===== src/rtl/imp_axi_pkg.sv =====
// Shared AXI4-lite read-path types and constants for the IMP slave.
// Provides response codes, the R-beat bundle and the response queue depth.
package imp_axi_pkg;

    localparam logic [1:0] AXI_RESP_OKAY   = 2'b00;
    localparam logic [1:0] AXI_RESP_SLVERR = 2'b10;

    localparam int IMP_RQ_DEPTH = 3;

    typedef struct packed {
        logic [31:0] data;
        logic [1:0]  resp;
    } r_beat_t;

endpackage


===== src/rtl/slv_imp_r_ch_if.sv =====
// AXI4-lite AR + R channel bundle for the IMP read slave.
// master: drives arvalid/araddr/arprot/rready; slave: drives arready/rvalid/rdata/rresp.
interface slv_imp_r_ch_if;

    logic        s_axi_arvalid;
    logic        s_axi_arready;
    logic [31:0] s_axi_araddr;
    logic [2:0]  s_axi_arprot;

    logic        s_axi_rvalid;
    logic        s_axi_rready;
    logic [31:0] s_axi_rdata;
    logic [1:0]  s_axi_rresp;

    modport master (
        output s_axi_arvalid,
        output s_axi_araddr,
        output s_axi_arprot,
        output s_axi_rready,
        input  s_axi_arready,
        input  s_axi_rvalid,
        input  s_axi_rdata,
        input  s_axi_rresp
    );

    modport slave (
        input  s_axi_arvalid,
        input  s_axi_araddr,
        input  s_axi_arprot,
        input  s_axi_rready,
        output s_axi_arready,
        output s_axi_rvalid,
        output s_axi_rdata,
        output s_axi_rresp
    );

endinterface


===== src/rtl/imp_r_fifo.sv =====
// Synchronous FIFO of R beats (DEPTH entries, need not be a power of two).
// Ports: i_clk/i_rst, i_push/i_din, i_pop/o_dout (head), o_full, o_empty, o_count.
module imp_r_fifo
    import imp_axi_pkg::*;
#(
    parameter int DEPTH = IMP_RQ_DEPTH,
    parameter int CW    = $clog2(DEPTH + 1)
) (
    input  logic          i_clk,
    input  logic          i_rst,
    input  logic          i_push,
    input  r_beat_t       i_din,
    input  logic          i_pop,
    output r_beat_t       o_dout,
    output logic          o_full,
    output logic          o_empty,
    output logic [CW-1:0] o_count
);

    localparam int PW = (DEPTH > 1) ? $clog2(DEPTH) : 1;

    r_beat_t       r_mem [DEPTH];
    logic [PW-1:0] r_wptr;
    logic [PW-1:0] r_rptr;
    logic [CW-1:0] r_count;
    logic          w_push;
    logic          w_pop;

    function automatic logic [PW-1:0] f_nxt(input logic [PW-1:0] p);
        return (p == PW'(DEPTH - 1)) ? '0 : p + 1'b1;
    endfunction

    assign o_full  = (r_count == CW'(DEPTH));
    assign o_empty = (r_count == '0);
    assign o_count = r_count;
    assign o_dout  = r_mem[r_rptr];

    assign w_push = i_push && !o_full;
    assign w_pop  = i_pop && !o_empty;

    always_ff @(posedge i_clk) begin
        if (w_push) begin
            r_mem[r_wptr] <= i_din;
        end
    end

    always_ff @(posedge i_clk) begin
        if (i_rst) begin
            r_wptr  <= '0;
            r_rptr  <= '0;
            r_count <= '0;
        end else begin
            if (w_push) begin
                r_wptr <= f_nxt(r_wptr);
            end
            if (w_pop) begin
                r_rptr <= f_nxt(r_rptr);
            end
            if (w_push && !w_pop) begin
                r_count <= r_count + 1'b1;
            end else if (w_pop && !w_push) begin
                r_count <= r_count - 1'b1;
            end
        end
    end

endmodule


===== src/rtl/slv_imp_r_ch.sv =====
// AXI4-lite read-only slave in front of a 1-cycle-latency SRAM read port.
// Ports: clk_IMP/rst_IMP, axi (AR+R slave), mem_rd_*, stat_clr/stat_rd_cnt/stat_err_cnt.
module slv_imp_r_ch
    import imp_axi_pkg::*;
#(
    parameter int          MEM_AW    = 10,
    parameter logic [31:0] BASE_ADDR = 32'h0000_0000
) (
    input  logic              clk_IMP,
    input  logic              rst_IMP,
    slv_imp_r_ch_if.slave     axi,
    output logic              mem_rd_en,
    output logic [MEM_AW-1:0] mem_rd_addr,
    input  logic [31:0]       mem_rd_data,
    input  logic              stat_clr,
    output logic [31:0]       stat_rd_cnt,
    output logic [15:0]       stat_err_cnt
);

    localparam int CW = $clog2(IMP_RQ_DEPTH + 1);

    logic [31:0]   w_off;
    logic [31:0]   w_word;
    logic          w_inr;
    logic          w_ar_hs;
    logic          w_r_hs;
    logic [2:0]    w_occ;
    r_beat_t       w_push_beat;
    r_beat_t       w_head;
    logic          w_full;
    logic          w_empty;
    logic [CW-1:0] w_count;
    logic          w_unused;

    logic          r_infl;
    logic          r_infl_inr;
    logic [31:0]   r_rd_cnt;
    logic [15:0]   r_err_cnt;

    // Byte address bits [1:0] never reach the word index.
    assign w_off  = {axi.s_axi_araddr[31:2], 2'b00} - BASE_ADDR;
    assign w_word = {2'b00, w_off[31:2]};
    assign w_inr  = ((w_word >> MEM_AW) == 32'd0);

    // Slots in use = queued beats + the read whose data lands this cycle.
    // Only registered state feeds arready; reset merely forces it low.
    assign w_occ = 3'(w_count) + 3'(r_infl);
    assign axi.s_axi_arready = !rst_IMP && (w_occ < 3'(IMP_RQ_DEPTH));

    assign w_ar_hs = axi.s_axi_arvalid && axi.s_axi_arready;

    assign mem_rd_en   = w_ar_hs && w_inr;
    assign mem_rd_addr = mem_rd_en ? w_word[MEM_AW-1:0] : '0;

    always_ff @(posedge clk_IMP) begin
        if (rst_IMP) begin
            r_infl     <= 1'b0;
            r_infl_inr <= 1'b0;
        end else begin
            r_infl     <= w_ar_hs;
            r_infl_inr <= w_ar_hs && w_inr;
        end
    end

    // Out-of-range reads still produce a beat so responses stay in order.
    assign w_push_beat.data = r_infl_inr ? mem_rd_data : 32'h0;
    assign w_push_beat.resp = r_infl_inr ? AXI_RESP_OKAY : AXI_RESP_SLVERR;

    imp_r_fifo #(
        .DEPTH (IMP_RQ_DEPTH)
    ) u_fifo (
        .i_clk   (clk_IMP),
        .i_rst   (rst_IMP),
        .i_push  (r_infl),
        .i_din   (w_push_beat),
        .i_pop   (w_r_hs),
        .o_dout  (w_head),
        .o_full  (w_full),
        .o_empty (w_empty),
        .o_count (w_count)
    );

    assign axi.s_axi_rvalid = !rst_IMP && !w_empty;
    assign axi.s_axi_rdata  = axi.s_axi_rvalid ? w_head.data : 32'h0;
    assign axi.s_axi_rresp  = axi.s_axi_rvalid ? w_head.resp : 2'b00;

    assign w_r_hs = axi.s_axi_rvalid && axi.s_axi_rready;

    always_ff @(posedge clk_IMP) begin
        if (rst_IMP || stat_clr) begin
            r_rd_cnt  <= '0;
            r_err_cnt <= '0;
        end else if (w_r_hs) begin
            r_rd_cnt <= r_rd_cnt + 32'd1;
            if (w_head.resp == AXI_RESP_SLVERR && r_err_cnt != 16'hFFFF) begin
                r_err_cnt <= r_err_cnt + 16'd1;
            end
        end
    end

    assign stat_rd_cnt  = rst_IMP ? 32'h0 : r_rd_cnt;
    assign stat_err_cnt = rst_IMP ? 16'h0 : r_err_cnt;

    assign w_unused = ^{axi.s_axi_arprot, axi.s_axi_araddr[1:0], w_off[1:0], w_full};

endmodule


===== src/flat_wrapper.sv =====
// flat-port wrapper written by rule: the top's interface ports become plain ports
module slv_imp_r_ch_flat import imp_axi_pkg::*;
#(
    parameter int          MEM_AW    = 10,
    parameter logic [31:0] BASE_ADDR = 32'h0000_0000
)
  (clk_IMP, rst_IMP, mem_rd_en, mem_rd_addr, mem_rd_data, stat_clr, stat_rd_cnt, stat_err_cnt, axi_s_axi_arvalid, axi_s_axi_araddr, axi_s_axi_arprot, axi_s_axi_rready, axi_s_axi_arready, axi_s_axi_rvalid, axi_s_axi_rdata, axi_s_axi_rresp);
  slv_imp_r_ch_if axi_i ();
  input  logic clk_IMP;
  input  logic rst_IMP;
  output logic mem_rd_en;
  output logic [MEM_AW-1:0] mem_rd_addr;
  input  logic [31:0] mem_rd_data;
  input  logic stat_clr;
  output logic [31:0] stat_rd_cnt;
  output logic [15:0] stat_err_cnt;
  input wire logic [$bits(axi_i.s_axi_arvalid)-1:0] axi_s_axi_arvalid;
  input wire logic [$bits(axi_i.s_axi_araddr)-1:0] axi_s_axi_araddr;
  input wire logic [$bits(axi_i.s_axi_arprot)-1:0] axi_s_axi_arprot;
  input wire logic [$bits(axi_i.s_axi_rready)-1:0] axi_s_axi_rready;
  output wire logic [$bits(axi_i.s_axi_arready)-1:0] axi_s_axi_arready;
  output wire logic [$bits(axi_i.s_axi_rvalid)-1:0] axi_s_axi_rvalid;
  output wire logic [$bits(axi_i.s_axi_rdata)-1:0] axi_s_axi_rdata;
  output wire logic [$bits(axi_i.s_axi_rresp)-1:0] axi_s_axi_rresp;
  assign axi_i.s_axi_arvalid = axi_s_axi_arvalid;
  assign axi_i.s_axi_araddr = axi_s_axi_araddr;
  assign axi_i.s_axi_arprot = axi_s_axi_arprot;
  assign axi_i.s_axi_rready = axi_s_axi_rready;
  assign axi_s_axi_arready = axi_i.s_axi_arready;
  assign axi_s_axi_rvalid = axi_i.s_axi_rvalid;
  assign axi_s_axi_rdata = axi_i.s_axi_rdata;
  assign axi_s_axi_rresp = axi_i.s_axi_rresp;
  slv_imp_r_ch #(.MEM_AW(MEM_AW), .BASE_ADDR(BASE_ADDR)) u_core (.clk_IMP(clk_IMP), .rst_IMP(rst_IMP), .axi(axi_i), .mem_rd_en(mem_rd_en), .mem_rd_addr(mem_rd_addr), .mem_rd_data(mem_rd_data), .stat_clr(stat_clr), .stat_rd_cnt(stat_rd_cnt), .stat_err_cnt(stat_err_cnt));
endmodule

===== config.mk =====
export PLATFORM = sky130hd
export DESIGN_NAME = slv_imp_r_ch_flat
export DESIGN_NICKNAME = d
export VERILOG_FILES = /design/src/rtl/imp_axi_pkg.sv /design/src/rtl/slv_imp_r_ch_if.sv /design/src/rtl/imp_r_fifo.sv /design/src/rtl/slv_imp_r_ch.sv /design/src/flat_wrapper.sv
export SDC_FILE = /design/constraint.sdc
export NUM_CORES = 1
export LEC_CHECK = 0
export CAP_MARGIN = 30
export CORE_ASPECT_RATIO = 0.5
export CORE_MARGIN = 2
export CORE_UTILIZATION = 54
export DETAILED_ROUTE_END_ITERATION = 10
export HOLD_SLACK_MARGIN = 0.15
export PLACE_DENSITY_LB_ADDON = 0.08
export SKIP_CTS_REPAIR_TIMING = 1
export SLEW_MARGIN = 20
export SYNTH_ARGS = -nofsm -noshare
export SYNTH_HDL_FRONTEND = slang
export SYNTH_SLANG_ARGS = --single-unit

===== constraint.sdc =====
create_clock -name clk_IMP -period 6.83 [get_ports clk_IMP]
set_clock_uncertainty 0.05 [all_clocks]
set_input_delay 1.366 -clock clk_IMP [delete_from_list [all_inputs] [get_ports clk_IMP]]
set_output_delay 1.366 -clock clk_IMP [all_outputs]
set_load 0.05 [all_outputs]

==> results_dict.tcl <==
set metrics [dict create \
    worst_path_most_repeated_cell "clkdlybuf4s50_1" \
    clk_pin_slew_ns 0.06 \
    grt_max_degree 46 \
    ant_nets 0 \
    clock-sinks 157 \
    ys_async_sr_fraction_pct 0 \
    outcome "finished clean" \
    hold_class "reg2reg" \
    synth_area_leaders "edfxtp_1 42%, dfxtp_1 16%, nor2_1 6.3%" \
    leakagePower_nw 3.15 \
    die_h_um 84.9 \
    core_region_area_mm2 0.0127 \
    cts_tree "built" \
    clk_latency_ns 0.41 \
    post-route-period-util_pct 75.9 \
    io_buffers 160 \
    dieArea_mm2 0.0141 \
    drive_above_1_share_pct 7.03 \
    required_ns 5.41 \
    cts_buffer_depth 2 \
    routed_wl_um 15300 \
    setup_viol 0 \
    endpoint_kind "output port" \
    drc 0 \
    slew_viol_final 0 \
    htreeDepth 4 \
    vias 5253 \
    rsz0062_at_grt "no" \
    grt_pass1_wl_um 24800 \
    synth_top_family_by_area "simple AND/OR/NAND/NOR gates" \
    syn_to_final_growth_pct 34.0 \
    numCtsBuffers 17 \
    critPathMaxFanout 11 \
    nets 890 \
    drt-wirelength-per-cell_um 15.4 \
    die_x_um 166 \
    design_area_mm2 0.00947 \
    gp_congestion 0.764 \
    overflow 0 \
    start_util_pct 55.5 \
    ioPinCount 167 \
    reg2reg_depth 5 \
    tightest_slew_ns 0.881 \
    power_per_cell_area_mw_per_mm2 251 \
    multiInputGateArea_mm2 0.00279 \
    synthCells 658 \
    antenna_found_initial 0 \
    grt_pass1_vias 5124 \
    synthesis.area_mm2 0.00707 \
    fill_cells 890 \
    root_buffer "clkbuf_16" \
    ff2ff_setup_slack_ns 4.45 \
    synth_cell_types 43 \
    antenna-diode-count 0 \
    start_kind "input pin" \
    grtUsageTotal_pct 22.1 \
    yosysMostFrequentCell "nor2_1" \
    slew-limit-headroom_pct 41.3 \
    seq_area_frac_synth_pct 58.5 \
    regArea_mm2 0.00414 \
    synthFlopType "edfxtp_1" \
    synthAdderAreaFrac_pct 0.885 \
    dpl_cell_area_mm2 0.00888 \
    synth_compound_area_share_pct 4.23 \
    dp_hpwl_um 9940 \
    finalHoldViolations 0 \
    yosys.area_share.simple_pct 23.9 \
    synth_seq_cells 157 \
    drv_cap 0 \
    synth_top_area_share_pct 42.0 \
    synth_xor_area_share_pct 4.83 \
    synth-edff-count 99 \
    crit_path_max_incr_delay_ns 0.80 \
    critPathKind "in2out" \
    cp_cell_sequence "clkdlybuf4s50_1 -> nor4_1 -> nand3_1 -> nor2_1 -> and2_1 -> clkdlybuf4s50_1" \
    viasPerCell 5.28 \
    tns_ns 0 \
    arrival_ns 3.77 \
    syn_avg_cell_area_um2 10.7 \
    synth.area.mux_share_pct 5.25 \
    yosys_warnings 0 \
    ys_top_cells_by_count "118 x nor2_1, 99 x edfxtp_1, 58 x dfxtp_1" \
    ir_drop_mv 0.157 \
    whs_path_depth 2 \
    crit_path_top_delay_cell "clkdlybuf4s50_1" \
    row_count 29 \
    period_needed_ns 5.18 \
    synth_top_area_cell "edfxtp_1" \
    max_freq_mhz 193 \
    drt_iter0_drc 314 \
    dr.pass1.iters 5 \
    syn_nets 735 \
]
## flip-flops by register name (all words and copies together) (netlist names), named ones only
name	cells
u_core.u_fifo.r_mem	99
u_core.r_rd_cnt	32
u_core.r_err_cnt	16
u_core.r_infl_inr	1
u_core.u_fifo.r_rptr	2
u_core.r_infl	1
u_core.u_fifo.o_count	2
u_core.u_fifo.r_wptr	2
## metrics by stage
| step | hold slack, ns | worst slack, ns | instances | utilization, % | power (W) |
|---|---|---|---|---|---|
| after global routing | 0.471 | 1.51 | 995 | 74.4 | 0.00246 |
| after detailed placement | 0.409 | 1.63 | 963 | 69.7 | 0.00146 |
| after global placement | 0.402 | 1.48 | 957 | 69.0 | 0.00145 |
| after floorplan | 0.389 | 1.27 | 658 | - | 0.00133 |
| after CTS | 0.424 | 1.63 | 994 | 74.3 | 0.00239 |
| final | 0.427 | 1.65 | 995 | 74.4 | 0.00238 |
## worst max-delay path, delay by kind of cell
family,cells,cell delay [ns]
buf+inv,2,1.21
simple gates,4,1.18
## report_power, final
part           switching [W]  total [W]  internal, W
Sequential         0.0000256    0.00106      0.00103
Clock               0.000390   0.000935     0.000545
Combinational       0.000232   0.000383     0.000151
## worst paths after layout
| kind | end | start |
|---|---|---|
| min | flop | u_core.u_fifo.r_rptr[1] |
| min reg2reg | flop | u_core.u_fifo.r_rptr[1] |
| max | mem_rd_addr[5] | axi_s_axi_araddr[24] |
| max reg2reg | u_core.r_err_cnt[10] | flop |
## area by class of cell
class / count / share of cell area, %
Multi-Input combinational cell: 460 / 29.4
Timing Repair Buffer: 172 / 18.3
Tap cell: 170 / 2.25
Clock buffer: 17 / 4.49
Sequential cell: 157 / 43.7
Inverter: 5 / 0.198
Clock inverter: 14 / 1.70
## layout by cell type (no fill, tap or decap), types with 17 or more instances in the layout
cell	count
clkdlybuf4s50_1	159
nor2_1	118
edfxtp_1	99
dfxtp_1	56
and2_1	47
nor2b_1	47
a21oi_1	42
mux2i_1	36
xor2_1	26
nand2_1	24
nand4_1	18
nand3_1	17
clkbuf_16	17
## kinds of logic (layout without fill, tap and decap cells)
| family | Yosys count | in the layout |
|---|---|---|
| and+or+nand+nor | 323 | 323 |
| DFF | 157 | 157 |
| AOI/OAI and AO/OA | 55 | 55 |
| buffers and inverters | 41 | 208 |
| xor gates and xnor gates | 39 | 39 |
| muxes | 37 | 37 |
| adders and majority gates | 5 | 5 |
| other | 1 | 1 |
## metal layers
metal	up-vias	GRT usage (%)	share of wire, %
met3	12	6.02	5.3
met5	-	0	0
met2	122	38.2	49
li1	2605	-	-
met1	2514	27.5	44
met4	0	7.11	0.91
(Power assumes the default switching activity.)
